$ cat config.mk
export PLATFORM = sky130hd
export DESIGN_NAME = matmul_tile_scheduler
export DESIGN_NICKNAME = d
export VERILOG_FILES = /design/src/rtl/matmul_tile_scheduler.sv
export SDC_FILE = /design/constraint.sdc
export NUM_CORES = 1
export LEC_CHECK = 0
export ABC_CLOCK_PERIOD_IN_PS = 7100
export CORE_MARGIN = 8
export CORE_UTILIZATION = 57
export CTS_BUF_LIST = sky130_fd_sc_hd__clkbuf_16
export DETAILED_ROUTE_END_ITERATION = 6
export MAX_ROUTING_LAYER = met4
export PLACE_DENSITY = 0.95
export SYNTH_ARGS = -nofsm -noshare
export SYNTH_HDL_FRONTEND = slang
export SYNTH_SLANG_ARGS = --single-unit
$ cat constraint.sdc
create_clock -name i_clk -period 7.1 [get_ports i_clk]
set_input_delay 1.775 -clock i_clk [delete_from_list [all_inputs] [get_ports i_clk]]
set_output_delay 1.775 -clock i_clk [all_outputs]
set_load 0.02 [all_outputs]
$ cat src/rtl/matmul_tile_scheduler.sv
// Tile scheduler for a matmul engine: for each tile of a job it issues
// read starts to the activation/weight buffers, waits for both loads,
// fires the MAC array, waits for compute, then releases the buffers.
// Each wait state has a timeout that traps into ERROR until aborted.
module matmul_tile_scheduler #(
  parameter int TILE_W  = 8,
  parameter int TIMEOUT = 64,
  parameter int CNT_W   = 8
) (
  input  logic              i_clk,
  input  logic              i_rst,
  input  logic              i_start,
  input  logic [TILE_W-1:0] i_num_tiles,
  input  logic              i_abort,
  input  logic              i_a_done,
  input  logic              i_b_done,
  input  logic              i_mac_done,
  output logic              o_a_read_start,
  output logic              o_b_read_start,
  output logic              o_read_reset,
  output logic              o_mac_start,
  output logic [TILE_W-1:0] o_tile_idx,
  output logic              o_busy,
  output logic              o_done,
  output logic              o_err,
  output logic [3:0]        o_state
);

  typedef enum logic [3:0] {
    IDLE      = 4'd0,
    LOAD      = 4'd1,
    WAIT_LOAD = 4'd2,
    COMPUTE   = 4'd3,
    WAIT_MAC  = 4'd4,
    RELEASE   = 4'd5,
    FINISH    = 4'd6,
    ABORT     = 4'd7,
    ERROR     = 4'd8
  } state_t;

  state_t            state, state_nxt;
  logic [TILE_W-1:0] num_tiles_q;
  logic [TILE_W-1:0] tile_idx;
  logic              a_seen, b_seen;
  logic [CNT_W-1:0]  wait_cnt;
  logic              load_ok, timeout_hit, last_tile;

  // A done seen this cycle counts together with the sticky flags, so the
  // move to COMPUTE happens in the cycle after the second load finishes.
  assign load_ok     = (a_seen || i_a_done) && (b_seen || i_b_done);
  assign timeout_hit = (wait_cnt == CNT_W'(TIMEOUT - 1));
  assign last_tile   = (tile_idx == num_tiles_q - TILE_W'(1));
  assign o_tile_idx  = tile_idx;
  assign o_state     = state;

  // Next-state selection; abort outranks completion, completion outranks timeout.
  always_comb begin
    // NOTE: default assignment first so no path leaves state_nxt unassigned (no latch).
    state_nxt = state;
    case (state)
      IDLE:      if (i_start) state_nxt = (i_num_tiles != '0) ? LOAD : FINISH;
      LOAD:      state_nxt = WAIT_LOAD;
      WAIT_LOAD: if (load_ok) state_nxt = COMPUTE;
                 else if (timeout_hit) state_nxt = ERROR;
      COMPUTE:   state_nxt = WAIT_MAC;
      WAIT_MAC:  if (i_mac_done) state_nxt = RELEASE;
                 else if (timeout_hit) state_nxt = ERROR;
      RELEASE:   state_nxt = last_tile ? FINISH : LOAD;
      FINISH:    state_nxt = IDLE;
      ABORT:     state_nxt = IDLE;
      ERROR:     state_nxt = ERROR;
      default:   state_nxt = IDLE;
    endcase
    // ABORT itself is excluded so it always lasts exactly one cycle.
    if (i_abort && state != IDLE && state != ABORT) state_nxt = ABORT;
  end

  // State, job registers and Moore outputs registered from the next state.
  always_ff @(posedge i_clk) begin
    // NOTE: synchronous reset; every register here is a plain flop, so all get cleared.
    if (i_rst) begin
      state          <= IDLE;
      num_tiles_q    <= '0;
      tile_idx       <= '0;
      a_seen         <= 1'b0;
      b_seen         <= 1'b0;
      wait_cnt       <= '0;
      o_a_read_start <= 1'b0;
      o_b_read_start <= 1'b0;
      o_read_reset   <= 1'b0;
      o_mac_start    <= 1'b0;
      o_busy         <= 1'b0;
      o_done         <= 1'b0;
      o_err          <= 1'b0;
    end else begin
      // NOTE: non-blocking assignments so every flop samples pre-edge values.
      state <= state_nxt;
      case (state)
        IDLE: if (i_start) begin
          num_tiles_q <= i_num_tiles;
          tile_idx    <= '0;
        end
        LOAD: begin
          a_seen   <= 1'b0;
          b_seen   <= 1'b0;
          wait_cnt <= '0;
        end
        WAIT_LOAD: begin
          a_seen   <= a_seen || i_a_done;
          b_seen   <= b_seen || i_b_done;
          wait_cnt <= wait_cnt + CNT_W'(1);
        end
        COMPUTE:  wait_cnt <= '0;
        WAIT_MAC: wait_cnt <= wait_cnt + CNT_W'(1);
        RELEASE:  if (state_nxt == LOAD) tile_idx <= tile_idx + TILE_W'(1);
        default:  ;
      endcase
      o_a_read_start <= (state_nxt == LOAD);
      o_b_read_start <= (state_nxt == LOAD);
      o_mac_start    <= (state_nxt == COMPUTE);
      o_read_reset   <= (state_nxt == RELEASE) || (state_nxt == ABORT);
      o_done         <= (state_nxt == FINISH);
      o_err          <= (state_nxt == ERROR);
      o_busy         <= (state_nxt != IDLE);
    end
  end

endmodule

==> run summary <==
* 7.82 um^2 — average cell area after synthesis
* sky130_fd_sc_hd__clkbuf_16 — clock root cell
* built — CTS tree
* 5 — clock buffer count from CTS
* 3.88 ns — minimum clock period
* 53 — Distinct cells, synth
* 0.358 — fraction of post-synthesis cell area in the top cell type by area
* 302 mW/mm^2 — total power divided by cell area
* 302 — number of nets in the layout
* 1750 — via count of the first global-routing pass
* 0 — MaxCap Viol Count
* complete, no violations — run status
* 0.28 ns — insertion delay to the later sink of the worst-skew pair
* 2 — clock tree buffer depth
* 0 — Post-DRT Antenna Nets
* 258 MHz — highest clock rate
* 0 — Final Hold Vio Count
* 0.0737 — fraction of final layout cells with drive strength greater than 1
* 33 — Port-buffer cells
* 0 — count of warnings emitted by yosys
* 0.739 — final standard cell utilization of the core
* clkdlybuf4s50_1 > or4_1 > or4_1 > o211a_2 > nand2_4 > a21oi_2 > and4_4 > a41o_1 — critical-path cell list
* 0.598 — starting density of the core
* 1.01 ns — slew at the pin with the worst max-slew slack
* 21 — # rows
* 6 — crit path max fanout
* sky130_fd_sc_hd__or4_1 — most frequent cell on the critical path
* 0.05 ns — clock-pin slew on the worst setup and hold paths
* register — Critical Path End Type
* 0 — post-CTS setup buffer count
* 0 — total congestion overflow
* 0 ns — Fin Setup TNS
* false — setup repair after global routing missed its margin
* 0 — Final setup viols
* 1941 — vias post-DR
* sky130_fd_sc_hd__dfxtp_1 — Yosys top cell by area
* 0 — async set-or-reset flop fraction in the synthesized netlist
* 0.00201 mm^2 — post-synthesis instance area
* 2 — count of H-tree levels built during CTS
* 3530 um — HPWL reported at the end of detailed placement
* 0.546 — share of the clock period used by the worst path after layout
* 34 — number of I/O pins
* sky130_fd_sc_hd__dfxtp_1 — most common flop cell mapped by yosys
* 7.27 ns — data required time of the worst path
* 0.184 — total global-route track usage
* 0.864 — weighted congestion reported at the end of routability-driven placement
* sky130_fd_sc_hd__dfxtp_1, sky130_fd_sc_hd__nand2_1, sky130_fd_sc_hd__nor2_1 — Synth top cells by count
* 4 — first-pass detailed-route iteration total
* 0 — antenna violations before repair
* 14.6 um — per-cell routed wire length
* 1 — buffers plus inverters on the worst setup path
* 0.978 nW — leakage power summed over all cells
* 5.86 — number of vias per cell after detailed routing
* 0 — number of synthesized flops with an enable pin
* 0.00336 mm^2 — area of the core
* 75.4 um — die outline width
* 0 — DR DRC count
* 0 — count of inserted antenna diode cells
* 4.05 ns — worst path arrival time
* sky130_fd_sc_hd__or4_1 — critical-path cell with the highest stage delay
* 0 — number of gates resized after CTS
* 29 — maximum number of pins on one net before global-route repair
* 0.212 mV — IR drop worst, VDD
* 7930 um — first-pass GRT wire length
* 241 — Detailed Route Iter0 Violations
* reg2reg — worst min-delay path class
* 4840 um — drt total wl
* 0.54 ns — delay of the slowest critical-path stage
* 23.6% — layout overhead on the synthesized area
* 1930 um — routed length on met1
* 0.325 — worst slew margin relative to its limit
* met4 — top layer reached by signal wires
* 75.4 um — height of the die
* simple AND/OR/NAND/NOR gates — CP top delay family
* 0.358 — sequential area share after synthesis
* in2reg — worst setup path category
* 350 um — metal3 WL
* 36 — register bit count reported by yosys
* sky130_fd_sc_hd__dfxtp_1, sky130_fd_sc_hd__nand2_1, sky130_fd_sc_hd__a21oi_1, sky130_fd_sc_hd__nor2_1, sky130_fd_sc_hd__xnor2_1 — ranking of synthesized cells by area
* 0 — final count of pins violating max slew
* 0.478 ns — worst hold slack after final layout
* 0 — hold_buf cts
* input pin — type of element launching the critical path
* 2470 um — Routed met2 length
* 0.00568 mm^2 — total die area
* 0.00454 ns — setup clock skew after layout
* 275 — nets in the synthesized netlist
* 36 — CTS sink cnt
* 257 — count of mapped cells out of synthesis
worst min-delay path, stage by stage (launching register included):
cell and delay (ns):
sky130_fd_sc_hd__dfxtp_1 0.32, sky130_fd_sc_hd__nand2_1 0.06, sky130_fd_sc_hd__a21oi_1 0.05
cell type report:
type	instances	area [um^2]
clock buffers	5	125
clock inverters	3	13.8
well taps	46	57.6
repair buffers	34	338
multi-input cells	201	1210
flip-flops and latches	36	721
inverters	6	22.5
fillers	256	877
state kept, by name (all words and copies together) (netlist names):
signal / cells
o_mac_start: 1
a_seen: 1
num_tiles_q: 8
o_read_reset: 1
wait_cnt: 8
o_b_read_start: 1
o_state: 4
o_done: 1
o_busy: 1
o_tile_idx: 8
o_err: 1
b_seen: 1
power by group:
part / internal, W / switching, W / total, W
Combinational: 0.000119 / 0.000162 / 0.000281
Clock: 0.000127 / 0.0000762 / 0.000203
Sequential: 0.000229 / 0.0000371 / 0.000266
per-layer routing:
layer  up-vias  track usage
li1        967            -
met1       891        0.208
met2        74        0.301
met3         9       0.0539
met4         0       0.0725
met5         -            -
layout by cell type (no fill, tap or decap), drive strengths merged, types with 2 or more instances in the layout:
cell type | Yosys | layout
nor2 | 29 | 29
xnor2 | 9 | 9
or4 | 4 | 4
and3 | 6 | 6
a21oi | 25 | 25
clkdlybuf4s50 | 0 | 33
mux2i | 2 | 2
nor3 | 7 | 7
o21bai | 2 | 2
o31ai | 2 | 2
inv | 6 | 6
a211oi | 6 | 6
nor2b | 5 | 5
dfxtp | 36 | 36
or2 | 3 | 3
o21ai | 7 | 7
nand2b | 3 | 3
and4 | 3 | 3
or3 | 4 | 4
nand3 | 8 | 8
a22oi | 2 | 2
clkinv | 0 | 3
nor4 | 2 | 2
nand2 | 37 | 37
nand4 | 6 | 6
xor2 | 6 | 6
clkbuf | 10 | 5
a21o | 3 | 3
ha | 3 | 3
cells by family after synthesis:
group,synth area share
muxes,0.0156
and+or+nand+nor,0.322
AOI/OAI and AO/OA,0.180
buffers and inverters,0.0404
DFF,0.358
xor gates and xnor gates,0.0653
adders and majority gates,0.0187
final timing paths:
kind / startpoint / endpoint / slack, ns / cells past startpoint
min: num_tiles_q[7] / num_tiles_q[7] / 0.48 / 2
max reg2reg: o_state[1] / o_tile_idx[1] / 4.57 / 7
max: i_num_tiles[5] / o_tile_idx[1] / 3.22 / 8
min reg2reg: num_tiles_q[7] / num_tiles_q[7] / 0.48 / 2
per-stage QoR:
step / power [W] / cells / worst slack [ns] / instance area (um^2)
2_1_floorplan: 0.000471 / 257 / 3.51 / 2010
3_3_place_gp: 0.000536 / 323 / 2.99 / 2350
3_5_place_dp: 0.000544 / 323 / 2.97 / 2350
4_1_cts: 0.000752 / 331 / 3.25 / 2490
5_1_grt: 0.000798 / 331 / 3.11 / 2490
6_report: 0.000750 / 331 / 3.22 / 2490
Power figures use the tool's default switching activity.
